### config.mk
export PLATFORM = sky130hd
export DESIGN_NAME = spi_fetch_arbiter_flat
export DESIGN_NICKNAME = d
export VERILOG_FILES = /design/src/rtl/spi_fetch_arbiter_if.sv /design/src/rtl/spi_fetch_arbiter.sv /design/src/flat_wrapper.sv
export SDC_FILE = /design/constraint.sdc
export NUM_CORES = 1
export LEC_CHECK = 0
export BUFFER_PORTS_ARGS = -buffer_cell sky130_fd_sc_hd__clkbuf_2
export CAP_MARGIN = 20
export CORE_MARGIN = 10
export CORE_UTILIZATION = 54
export DETAILED_ROUTE_END_ITERATION = 8
export GPL_TIMING_DRIVEN = 0
export HOLD_SLACK_MARGIN = 0.02
export PLACE_DENSITY = 0.86
export SYNTH_ARGS = -nofsm -noshare
export SYNTH_HDL_FRONTEND = slang
export SYNTH_SLANG_ARGS = --single-unit
### constraint.sdc
create_clock -name clk -period 2.5 [get_ports clk]
set_clock_uncertainty 0.2 [all_clocks]
set_input_delay 0.5 -clock clk [delete_from_list [all_inputs] [get_ports clk]]
set_output_delay 0.5 -clock clk [all_outputs]
set_load 0.1 [all_outputs]
### src/rtl/spi_fetch_arbiter_if.sv
// ---------------------------------------------------------------------------
// spi_fetch_arbiter_if
// Requester-side bus of the SPI EEPROM read arbiter. Two requesters share it:
// instruction fetch and config/constant load.
//
// Handshake: a requester raises req_* with its byte address and holds both
// until its one-cycle rvalid_* pulse. gnt_* is a one-cycle pulse that marks
// the moment the arbiter latched that requester's address; dropping req_*
// after the grant does not cancel the read. rdata is meaningful in the
// rvalid_* cycle and holds until the next rvalid. A req_* still high in the
// cycle after its rvalid_* counts as a new request.
//
// Signals:
//   req_fetch/fetch_addr[9:0], req_cfg/cfg_addr[9:0]  requester -> arbiter
//   gnt_fetch, gnt_cfg                                arbiter -> requester
//   rdata[7:0], rvalid_fetch, rvalid_cfg              arbiter -> requester
//   busy                                              arbiter not in IDLE
//   dbg_state[2:0]                                    current FSM state code
// ---------------------------------------------------------------------------
interface spi_fetch_arbiter_if;
  logic       req_fetch;
  logic [9:0] fetch_addr;
  logic       req_cfg;
  logic [9:0] cfg_addr;
  logic       gnt_fetch;
  logic       gnt_cfg;
  logic [7:0] rdata;
  logic       rvalid_fetch;
  logic       rvalid_cfg;
  logic       busy;
  logic [2:0] dbg_state;

  modport master (
    output req_fetch, fetch_addr, req_cfg, cfg_addr,
    input  gnt_fetch, gnt_cfg, rdata, rvalid_fetch, rvalid_cfg, busy, dbg_state
  );

  modport slave (
    input  req_fetch, fetch_addr, req_cfg, cfg_addr,
    output gnt_fetch, gnt_cfg, rdata, rvalid_fetch, rvalid_cfg, busy, dbg_state
  );
endinterface

### src/rtl/spi_fetch_arbiter.sv
// ---------------------------------------------------------------------------
// spi_fetch_arbiter
// Arbitrates instruction-fetch and config reads onto one SPI EEPROM (mode 0,
// sck = clk/2) using the READ command 8'h03 followed by a 16-bit address
// {6'b0, addr[9:8]}, {addr[7:0]} and one data byte.
//
// Ports:
//   clk, rst       sole clock; synchronous active-high reset
//   bus (slave)    requester handshake, see spi_fetch_arbiter_if
//   spi_cs_n       chip select, active low
//   spi_sck        SPI clock, idles low
//   spi_copi       controller -> EEPROM data
//   spi_cipo       EEPROM -> controller data
//
// Timing (grant pulse in cycle T): cs_n low from T+1, command/address/data
// bits occupy T+1..T+64, rvalid at T+65 together with the one-cycle DONE
// (cs_n high), IDLE at T+66, earliest next grant T+67.
//
// Optional feature, macro SPI_BURST_CONTINUE_EN: after a read the chip stays
// selected in HOLD; a granted request for previous address + 1 skips
// command and address and goes straight to DATA (rvalid at grant+17). Any
// other request, or 16 idle cycles in HOLD, closes the burst through DONE.
// ---------------------------------------------------------------------------
module spi_fetch_arbiter (
  input  logic                       clk,
  input  logic                       rst,
  spi_fetch_arbiter_if.slave         bus,
  output logic                       spi_cs_n,
  output logic                       spi_sck,
  output logic                       spi_copi,
  input  logic                       spi_cipo
);

  typedef enum logic [2:0] {
    S_IDLE  = 3'd0,
    S_CMD   = 3'd1,
    S_ADDRH = 3'd2,
    S_ADDRL = 3'd3,
    S_DATA  = 3'd4,
    S_DONE  = 3'd5
`ifdef SPI_BURST_CONTINUE_EN
    , S_HOLD = 3'd6
`endif
  } state_t;

  localparam logic [7:0] CMD_READ = 8'h03;

  state_t     state_q, state_d;
  logic       ph_q, ph_d;             // 0: sck low / copi set, 1: sck high
  logic [2:0] bit_q, bit_d;
  logic [6:0] sh_q, sh_d;             // bits still to send after current one
  logic [6:0] rx_q, rx_d;             // data bits received so far
  logic [9:0] addr_q, addr_d;
  logic       own_cfg_q, own_cfg_d;   // owner of the transaction in flight
  logic       last_cfg_q, last_cfg_d; // last grant went to cfg
  logic       gnt_fetch_q, gnt_fetch_d;
  logic       gnt_cfg_q, gnt_cfg_d;
  logic       rvalid_fetch_q, rvalid_fetch_d;
  logic       rvalid_cfg_q, rvalid_cfg_d;
  logic [7:0] rdata_q, rdata_d;
  logic       cs_n_q, cs_n_d;
  logic       sck_q, sck_d;
  logic       copi_q, copi_d;
`ifdef SPI_BURST_CONTINUE_EN
  logic [3:0] hold_cnt_q, hold_cnt_d;
`endif

  // A requester is blind in its own rvalid cycle: its req is still the old
  // one there; from the next cycle on a held req is a new request.
  logic       eff_fetch, eff_cfg, any_req, pick_cfg, gnt_pend;
  logic [9:0] win_addr;

  assign eff_fetch = bus.req_fetch & ~rvalid_fetch_q;
  assign eff_cfg   = bus.req_cfg & ~rvalid_cfg_q;
  assign any_req   = eff_fetch | eff_cfg;
  // On a tie the side not granted last wins.
  assign pick_cfg  = eff_cfg & (~eff_fetch | ~last_cfg_q);
  assign win_addr  = pick_cfg ? bus.cfg_addr : bus.fetch_addr;
  assign gnt_pend  = gnt_fetch_q | gnt_cfg_q;

  always_comb begin
    state_d        = state_q;
    ph_d           = ph_q;
    bit_d          = bit_q;
    sh_d           = sh_q;
    rx_d           = rx_q;
    addr_d         = addr_q;
    own_cfg_d      = own_cfg_q;
    last_cfg_d     = last_cfg_q;
    gnt_fetch_d    = 1'b0;
    gnt_cfg_d      = 1'b0;
    rvalid_fetch_d = 1'b0;
    rvalid_cfg_d   = 1'b0;
    rdata_d        = rdata_q;
    cs_n_d         = cs_n_q;
    sck_d          = sck_q;
    copi_d         = copi_q;
`ifdef SPI_BURST_CONTINUE_EN
    hold_cnt_d     = hold_cnt_q;
`endif
    case (state_q)
      S_IDLE: begin
        if (gnt_pend) begin
          // Grant cycle done: select the chip and present the first bit.
          state_d = S_CMD;
          ph_d    = 1'b0;
          bit_d   = 3'd0;
          cs_n_d  = 1'b0;
          sck_d   = 1'b0;
          copi_d  = CMD_READ[7];
          sh_d    = CMD_READ[6:0];
        end else if (any_req) begin
          gnt_fetch_d = ~pick_cfg;
          gnt_cfg_d   = pick_cfg;
          own_cfg_d   = pick_cfg;
          last_cfg_d  = pick_cfg;
          addr_d      = win_addr;
        end
      end
      S_CMD, S_ADDRH, S_ADDRL, S_DATA: begin
        if (!ph_q) begin
          ph_d  = 1'b1;
          sck_d = 1'b1;
        end else begin
          ph_d  = 1'b0;
          sck_d = 1'b0;
          if (state_q == S_DATA) rx_d = {rx_q[5:0], spi_cipo};
          if (bit_q != 3'd7) begin
            bit_d  = bit_q + 3'd1;
            copi_d = sh_q[6];
            sh_d   = {sh_q[5:0], 1'b0};
          end else begin
            bit_d = 3'd0;
            case (state_q)
              S_CMD: begin
                state_d = S_ADDRH;
                copi_d  = 1'b0;
                sh_d    = {5'b0, addr_q[9:8]};
              end
              S_ADDRH: begin
                state_d = S_ADDRL;
                copi_d  = addr_q[7];
                sh_d    = addr_q[6:0];
              end
              S_ADDRL: begin
                state_d = S_DATA;
                copi_d  = 1'b0;
                sh_d    = 7'd0;
              end
              default: begin
                rdata_d        = {rx_q, spi_cipo};
                rvalid_fetch_d = ~own_cfg_q;
                rvalid_cfg_d   = own_cfg_q;
                copi_d         = 1'b0;
`ifdef SPI_BURST_CONTINUE_EN
                state_d    = S_HOLD;
                hold_cnt_d = 4'd0;
`else
                state_d = S_DONE;
                cs_n_d  = 1'b1;
`endif
              end
            endcase
          end
        end
      end
      S_DONE: begin
        state_d = S_IDLE;
      end
`ifdef SPI_BURST_CONTINUE_EN
      S_HOLD: begin
        if (gnt_pend) begin
          // The EEPROM auto-increments, so only the data byte is needed.
          state_d = S_DATA;
          ph_d    = 1'b0;
          bit_d   = 3'd0;
          copi_d  = 1'b0;
          sh_d    = 7'd0;
        end else if (any_req) begin
          if ((addr_q != 10'h3FF) && (win_addr == addr_q + 10'd1)) begin
            gnt_fetch_d = ~pick_cfg;
            gnt_cfg_d   = pick_cfg;
            own_cfg_d   = pick_cfg;
            last_cfg_d  = pick_cfg;
            addr_d      = win_addr;
          end else begin
            // Not a continuation: close the burst; IDLE re-arbitrates.
            state_d = S_DONE;
            cs_n_d  = 1'b1;
          end
        end else if (hold_cnt_q == 4'd15) begin
          state_d = S_DONE;
          cs_n_d  = 1'b1;
        end else begin
          hold_cnt_d = hold_cnt_q + 4'd1;
        end
      end
`endif
      default: begin
        state_d = S_IDLE;
        cs_n_d  = 1'b1;
        sck_d   = 1'b0;
        copi_d  = 1'b0;
      end
    endcase
  end

  always_ff @(posedge clk) begin
    if (rst) begin
      state_q        <= S_IDLE;
      ph_q           <= 1'b0;
      bit_q          <= 3'd0;
      sh_q           <= 7'd0;
      rx_q           <= 7'd0;
      addr_q         <= 10'd0;
      own_cfg_q      <= 1'b0;
      last_cfg_q     <= 1'b1;
      gnt_fetch_q    <= 1'b0;
      gnt_cfg_q      <= 1'b0;
      rvalid_fetch_q <= 1'b0;
      rvalid_cfg_q   <= 1'b0;
      rdata_q        <= 8'h00;
      cs_n_q         <= 1'b1;
      sck_q          <= 1'b0;
      copi_q         <= 1'b0;
`ifdef SPI_BURST_CONTINUE_EN
      hold_cnt_q     <= 4'd0;
`endif
    end else begin
      state_q        <= state_d;
      ph_q           <= ph_d;
      bit_q          <= bit_d;
      sh_q           <= sh_d;
      rx_q           <= rx_d;
      addr_q         <= addr_d;
      own_cfg_q      <= own_cfg_d;
      last_cfg_q     <= last_cfg_d;
      gnt_fetch_q    <= gnt_fetch_d;
      gnt_cfg_q      <= gnt_cfg_d;
      rvalid_fetch_q <= rvalid_fetch_d;
      rvalid_cfg_q   <= rvalid_cfg_d;
      rdata_q        <= rdata_d;
      cs_n_q         <= cs_n_d;
      sck_q          <= sck_d;
      copi_q         <= copi_d;
`ifdef SPI_BURST_CONTINUE_EN
      hold_cnt_q     <= hold_cnt_d;
`endif
    end
  end

  assign bus.gnt_fetch    = gnt_fetch_q;
  assign bus.gnt_cfg      = gnt_cfg_q;
  assign bus.rvalid_fetch = rvalid_fetch_q;
  assign bus.rvalid_cfg   = rvalid_cfg_q;
  assign bus.rdata        = rdata_q;
  assign bus.busy         = (state_q != S_IDLE);
  assign bus.dbg_state    = state_q;
  assign spi_cs_n         = cs_n_q;
  assign spi_sck          = sck_q;
  assign spi_copi         = copi_q;

endmodule
### src/flat_wrapper.sv
// flat-port wrapper written by rule: the top's interface ports become plain ports
module spi_fetch_arbiter_flat 
  (clk, rst, spi_cs_n, spi_sck, spi_copi, spi_cipo, bus_req_fetch, bus_fetch_addr, bus_req_cfg, bus_cfg_addr, bus_gnt_fetch, bus_gnt_cfg, bus_rdata, bus_rvalid_fetch, bus_rvalid_cfg, bus_busy, bus_dbg_state);
  spi_fetch_arbiter_if bus_i ();
  input  logic clk;
  input  logic rst;
  output logic spi_cs_n;
  output logic spi_sck;
  output logic spi_copi;
  input  logic spi_cipo;
  input wire logic [$bits(bus_i.req_fetch)-1:0] bus_req_fetch;
  input wire logic [$bits(bus_i.fetch_addr)-1:0] bus_fetch_addr;
  input wire logic [$bits(bus_i.req_cfg)-1:0] bus_req_cfg;
  input wire logic [$bits(bus_i.cfg_addr)-1:0] bus_cfg_addr;
  output wire logic [$bits(bus_i.gnt_fetch)-1:0] bus_gnt_fetch;
  output wire logic [$bits(bus_i.gnt_cfg)-1:0] bus_gnt_cfg;
  output wire logic [$bits(bus_i.rdata)-1:0] bus_rdata;
  output wire logic [$bits(bus_i.rvalid_fetch)-1:0] bus_rvalid_fetch;
  output wire logic [$bits(bus_i.rvalid_cfg)-1:0] bus_rvalid_cfg;
  output wire logic [$bits(bus_i.busy)-1:0] bus_busy;
  output wire logic [$bits(bus_i.dbg_state)-1:0] bus_dbg_state;
  assign bus_i.req_fetch = bus_req_fetch;
  assign bus_i.fetch_addr = bus_fetch_addr;
  assign bus_i.req_cfg = bus_req_cfg;
  assign bus_i.cfg_addr = bus_cfg_addr;
  assign bus_gnt_fetch = bus_i.gnt_fetch;
  assign bus_gnt_cfg = bus_i.gnt_cfg;
  assign bus_rdata = bus_i.rdata;
  assign bus_rvalid_fetch = bus_i.rvalid_fetch;
  assign bus_rvalid_cfg = bus_i.rvalid_cfg;
  assign bus_busy = bus_i.busy;
  assign bus_dbg_state = bus_i.dbg_state;
  spi_fetch_arbiter u_core (.clk(clk), .rst(rst), .bus(bus_i), .spi_cs_n(spi_cs_n), .spi_sck(spi_sck), .spi_copi(spi_copi), .spi_cipo(spi_cipo));
endmodule
; ---- Yosys cells after proc, flatten, opt, wreduce, memory -nomap -nowiden
; Index checks and enable logic that the tools add are counted.
; W data, S select, Z words.
[totals]
inputBits = 25
output_inout_bits = 19
elab_cells = 92
ff_bits = 48
[classes]
addsub = 1
n_eq_ne = 11
reduce_logical = 17
bitwise_logic = 20
mux = 27
[op_table]
columns = operator, count
row1 = $mux W7, 3
row2 = $pmux W7 S3, 1
row3 = $mux W3, 6
row4 = $reduce_and A3 Y1, 5
row5 = $not A1 Y1, 14
row6 = $pmux W7 S2, 1
row7 = $pmux W3 S2, 2
row8 = $mux W10, 1
row9 = $pmux W1 S3, 3
row10 = $pmux W3 S3, 1
row11 = $mux W1, 8
row12 = $reduce_and A4 Y1, 2
row13 = $reduce_or A4 Y1, 2
row14 = $reduce_or A7 Y1, 1
row15 = $eq A3 B2 Y1 const B, 2
row16 = $eq A3 B3 Y1 const B, 2
row17 = $ne A5 B1 Y1 const B, 1
row18 = $reduce_and A5 Y1, 1
row19 = $ne A2 B1 Y1 const B, 2
row20 = $ne A2 B2 Y1 const B, 2
row21 = $reduce_and A2 Y1, 2
row22 = $add A3 B1 Y3 const B, 1
row23 = $and A1 B1 Y1, 3
row24 = $eq A3 B1 Y1 const B, 1
row25 = other kinds (7), 9

; ---- Longest topological paths before layout
[logic_depth]
depth_word = 6
mapped_depth = 7
ltp_nobuf = 6

; ---- Worst setup path before layout
; Ideal clock, no wire load.
[synth_path]
path_type = register to output
from = reg u_core.state_q[1] (netlist: u_core.bus.dbg_state[1])
to = out bus_busy
setup_slack_ns = -0.399
path_stages_with_launch = 5
path_buffers = 2
arrival_time_ns = 2.199
required_ns = 1.800
path_cell_list = dfxtp_1 -> buf_2 -> buf_2 -> nor3_1 -> inv_1
[synth_between]
elab_chain_len = 1
[synth_lines]
columns = item, line
row1 = from (decl), spi_fetch_arbiter.sv:48  ; state_t state_q, state_d;
row2 = from (signal assigned), spi_fetch_arbiter.sv:230  ; state_q <= state_d;
row3 = $reduce_bool A3 Y1, spi_fetch_arbiter.sv:257  ; assign bus.busy = (state_q != S_IDLE);
row4 = to (decl), flat_wrapper.sv:20  ; output wire logic [$bits(bus_i.busy)-1:0] bus_busy;
; No other way between the ends.

; ---- Worst setup path in the final report
[layout_path]
from = reg u_core.bit_q[0]
to = reg u_core.sh_q[2]
[layout_between]
elab_chain_len = 4
word_cells_on_any_way = 6
classes_between = 2 x eq/ne / 3 x mux / 1 x reduce/logical
[layout_lines]
columns = item, line
row1 = from (decl), spi_fetch_arbiter.sv:50  ; logic [2:0] bit_q, bit_d;
row2 = from (signal assigned), spi_fetch_arbiter.sv:232  ; bit_q <= bit_d;
row3 = $ne A3 B3 Y1 (*), spi_fetch_arbiter.sv:128  ; if (bit_q != 3'd7) begin
row4 = $mux W7, spi_fetch_arbiter.sv:128
row5 = $mux W7, spi_fetch_arbiter.sv:121  ; if (!ph_q) begin
row6 = $pmux W7 S2, spi_fetch_arbiter.sv:101  ; case (state_q)
row7 = to (signal assigned), spi_fetch_arbiter.sv:213  ; sh_q <= 7'd0;
row8 = to (signal assigned), spi_fetch_arbiter.sv:233  ; sh_q <= sh_d;
row9 = to (decl), spi_fetch_arbiter.sv:51  ; logic [6:0] sh_q, sh_d;
; Mark *: on every way between the ends. The rest lies on a longest branch, timed or not. The select of a mux whose other input is x is not followed.
; A chain may end at the register's enable or synchronous reset.

==> key figures <==
CTS
  – Clock Sinks: 48
  – TritonCTS clock tree: done
  – CTS clk-pin slew, worst paths: roughly 0.10 ns
  – Root Buffer Master: clkbuf_8
  – # hold bufs at CTS: 0
  – H-tree levels: 2
  – Skew-Pair Late Insertion Delay: around 0.30 ns
  – Postcts setup bufs: 0
  – Total CTS buffers: 5
  – Clock tree buffer depth: 2

Timing
  – Worst-margin pin slew: about 0.76 ns
  – Max frequency: 426 MHz
  – Worst slew margin: 48.9%
  – Slew Limit Fails: 0
  – RSZ-0062 raised after global routing: false
  – Setup violations, final: 0
  – Setup TNS: 0 ns
  – Final Cycle Share: a little over nine tenths
  – Final hold violations: 0
  – Final Critical Period: 2.35 ns

Floorplanning
  – # IOs: 44
  – Core area: approximately 4000 um2
  – Die width: 84.7 um
  – Die Ht: 84.7 um
  – Initial core utilization: 56.1%
  – # rows: 23
  – Die area: between 7000 and 8000 um2

Routing
  – Drt wl/cell: 15.9 um
  – Post-route DRC violation count: 0
  – DR vias/cell: 5.96
  – Initial drt markers: between 200 and 250
  – Drt first pass iters: 4
  – Wirelength, routed: approximately 5800 um
  – Via Count: roughly 2200
  – Detail Route Antenna Nets: 0

Finish
  – Final net count: approximately 340
  – # diodes: 0
  – Storage element area: ~960 um2
  – Final instance area: 2660 um2
  – Share of layout cells above drive strength 1: around a quarter
  – Layout filler cell count: between 300 and 400
  – Area of the multi-input gates: between 1000 and 1500 um2
  – Area Growth Syn to Fin: 17.8%

Worst setup path
  – Worst-path cell chain: ha_1 > ha_1 > clkbuf_2 > nor3_1 > a2bb2oi_1 > a211oi_1
  – Worst endpoint data arrival time: between 2 and 2.5 ns
  – R2r setup slk: between 0.15 and 0.2 ns
  – CP dominant cell by count: ha_1
  – Crit path buf inv count: 1
  – CP peak stage delay: 0.60 ns
  – CP top delay family: simple AND/OR/NAND/NOR gates
  – CP max FO: 10
  – Setup crit end kind: flop
  – Crit path kind: reg -> reg
  – Startpoint types: flop
  – Worst Path Required: 2.52 ns
  – Slowest cell on the critical path: nor3_1

Synthesis
  – Synth cell count leaders: 48 x dfxtp_1, 31 x nand2_1, 26 x a21oi_1
  – Gate Count Post-Synth: around 260
  – Ys async rst share: 0%
  – Simple logic cell fraction of the synthesized area: between 10% and 20%
  – Post-synthesis compound-gate area fraction: between 20% and 30%
  – XOR/XNOR share of the synthesized area: less than 1%
  – Yosys top cell area share: 42.5%
  – Synth Warn #: 0
  – EDFF count, synth: 0
  – FF+latch count, synth: 48
  – Syn_nets: 289
  – Main combinational cell family by area after synthesis: compound AO/OA/AOI/OAI gates
  – Register area share after synthesis: a little over two fifths
  – Synth top area cells: dfxtp_1 43%, a221oi_2 6.0%, a21oi_1 5.8%
  – Predominant post-synthesis flop cell: dfxtp_1
  – Top-count cell post-synth: dfxtp_1
  – Largest area contributor in the netlist: dfxtp_1
  – Adder-Cell Fraction of Synth Area: 1.55%
  – Cell Area, Synth: roughly 2300 um2
  – Post-synthesis mux area share: 0.443%
  – Distinct cells, synth: 49
  – Mean post-synth cell area: about 8.6 um2

GRT
  – GR Util All Layers: between 10% and 20%
  – First-pass GRT wire length: 9750 um
  – Number of global-route vias before repair: 2022
  – Pin count of the biggest net entering global routing: 17
  – Gr ovfl total: 0
  – Antenna violations before repair: 0

Pwr
  – Internal: 1.38 mW
  – Worst vdd ir: 0.434 mV
  – Comb power frac: roughly 31%
  – Switch Pwr: roughly 0.78 mW
  – Sw frac: 36.1%
  – Pwr Density: ~810 nW/um2
  – Clock power frac: between 20% and 30%
  – Flop pwr share: 42.5%
  – Leak: 1.05 nW

Run status
  – Status: finished, final reports clean

Placed design
  – DP HPWL: ~4200 um
  – GPL Wtd Cong: 0.913
  – Port Buf Inserts: 42
  – Area post-placement: roughly 2500 um2

Worst hold path
  – Hold Crit Class: in -> reg

Job
  – Max-Cap Viols: 0
-- cells in the final DEF, fill, tap and decap left out, drive strengths merged, types with 3 or more instances in the layout --
master	Yosys	routed
a22oi	7	7
nor2	13	13
dfxtp	48	48
a2bb2oi	6	6
clkbuf	11	58
nand2	31	31
o31ai	3	3
a21oi	26	26
nor3	12	12
o22ai	10	10
nand3	14	14
a221oi	11	11
inv	13	14
or3	3	3
nor2b	3	3
buf	12	12
a211oi	6	6
o21ai	4	4
-- worst paths after layout --
check | startpoint | endpoint | cells after the start
min reg2reg | u_core.bus.rdata[6]$_SDFFE_PP0P_ | u_core.bus.rdata[6]$_SDFFE_PP0P_ | 2
min | spi_cipo | u_core.bus.rdata[0]$_SDFFE_PP0P_ | 3
max reg2reg | u_core.bit_q[0]$_SDFFE_PP0P_ | u_core.sh_q[2]$_SDFFE_PP0P_ | 6
max | u_core.bit_q[0]$_SDFFE_PP0P_ | u_core.sh_q[2]$_SDFFE_PP0P_ | 6
-- cell families (layout without fill, tap and decap cells) --
group,count (synthesis),after routing
and+or+nand+nor,89,89
AOI/OAI and AO/OA,83,83
DFF,48,48
buffers and inverters,36,86
adders and majority gates,3,3
xor gates and xnor gates,2,2
muxes,1,1
-- state kept, by name, indices dropped and copies added (netlist names) --
register,cells
u_core.bus.rvalid_cfg,1
u_core.ph_q,1
u_core.bus.gnt_cfg,1
u_core.rx_q,7
u_core.last_cfg_q,1
u_core.sh_q,7
u_core.spi_cs_n,1
u_core.bus.dbg_state,3
u_core.bus.rvalid_fetch,1
u_core.spi_copi,1
u_core.bus.rdata,8
u_core.bit_q,3
u_core.spi_sck,1
u_core.bus.gnt_fetch,1
u_core.addr_q,10
u_core.own_cfg_q,1
-- per-stage QoR --
step	setup slack, ns	hold WS, ns	total power [mW]	util, %	instances
6_report	0.153	0.244	2.16	66.1	362
5_1_grt	0.0306	0.254	2.27	66.1	362
4_1_cts	0.0267	0.243	2.16	66.0	362
3_5_place_dp	0.0314	0.241	1.59	63.0	354
3_3_place_gp	0.0716	0.243	1.57	63.0	354
2_1_floorplan	0.206	0.217	1.45	-	262
-- tightest hold or removal path: cells and delay by family --
kind,cells,cell delay [ns]
AOI/OAI and AO/OA,1,0.05
buffers and inverters,1,0.09
and+or+nand+nor,1,0.06
-- layout make-up --
class | count | area share, %
flip-flops and latches | 48 | 36.2
clock inverters | 3 | 1.74
clock buffers | 5 | 2.58
inverters | 13 | 1.83
repair buffers | 42 | 7.99
multi-input cells | 178 | 43.0
well taps | 50 | 2.35
plain buffers | 23 | 4.23
-- power by group through the flow --
| stage | clock (mW) | sequential, mW | combinational, mW |
|---|---|---|---|
| CTS | 0.581 | 0.916 | 0.661 |
| global placement | 0 | 0.930 | 0.644 |
| detailed placement | 0 | 0.932 | 0.656 |
| finish | 0.577 | 0.919 | 0.665 |
| global route | 0.619 | 0.929 | 0.722 |
| floorplan | 0 | 1.04 | 0.417 |
-- layer usage --
layer  routed length (um)  global-route usage, %  up-vias
met5                    0                      0        -
met3                  345                   4.15        7
met4                   62                   5.69        0
met1                 2570                   21.1     1016
met2                 2780                   24.8       72
li1                     -                      -     1062
-- what timing repair did --
action	CTS	global route
endpoints found under the hold margin	0	0
endpoints found under the setup margin	3	11
gates resized for setup	2	4
Power figures use the tool's default switching activity.
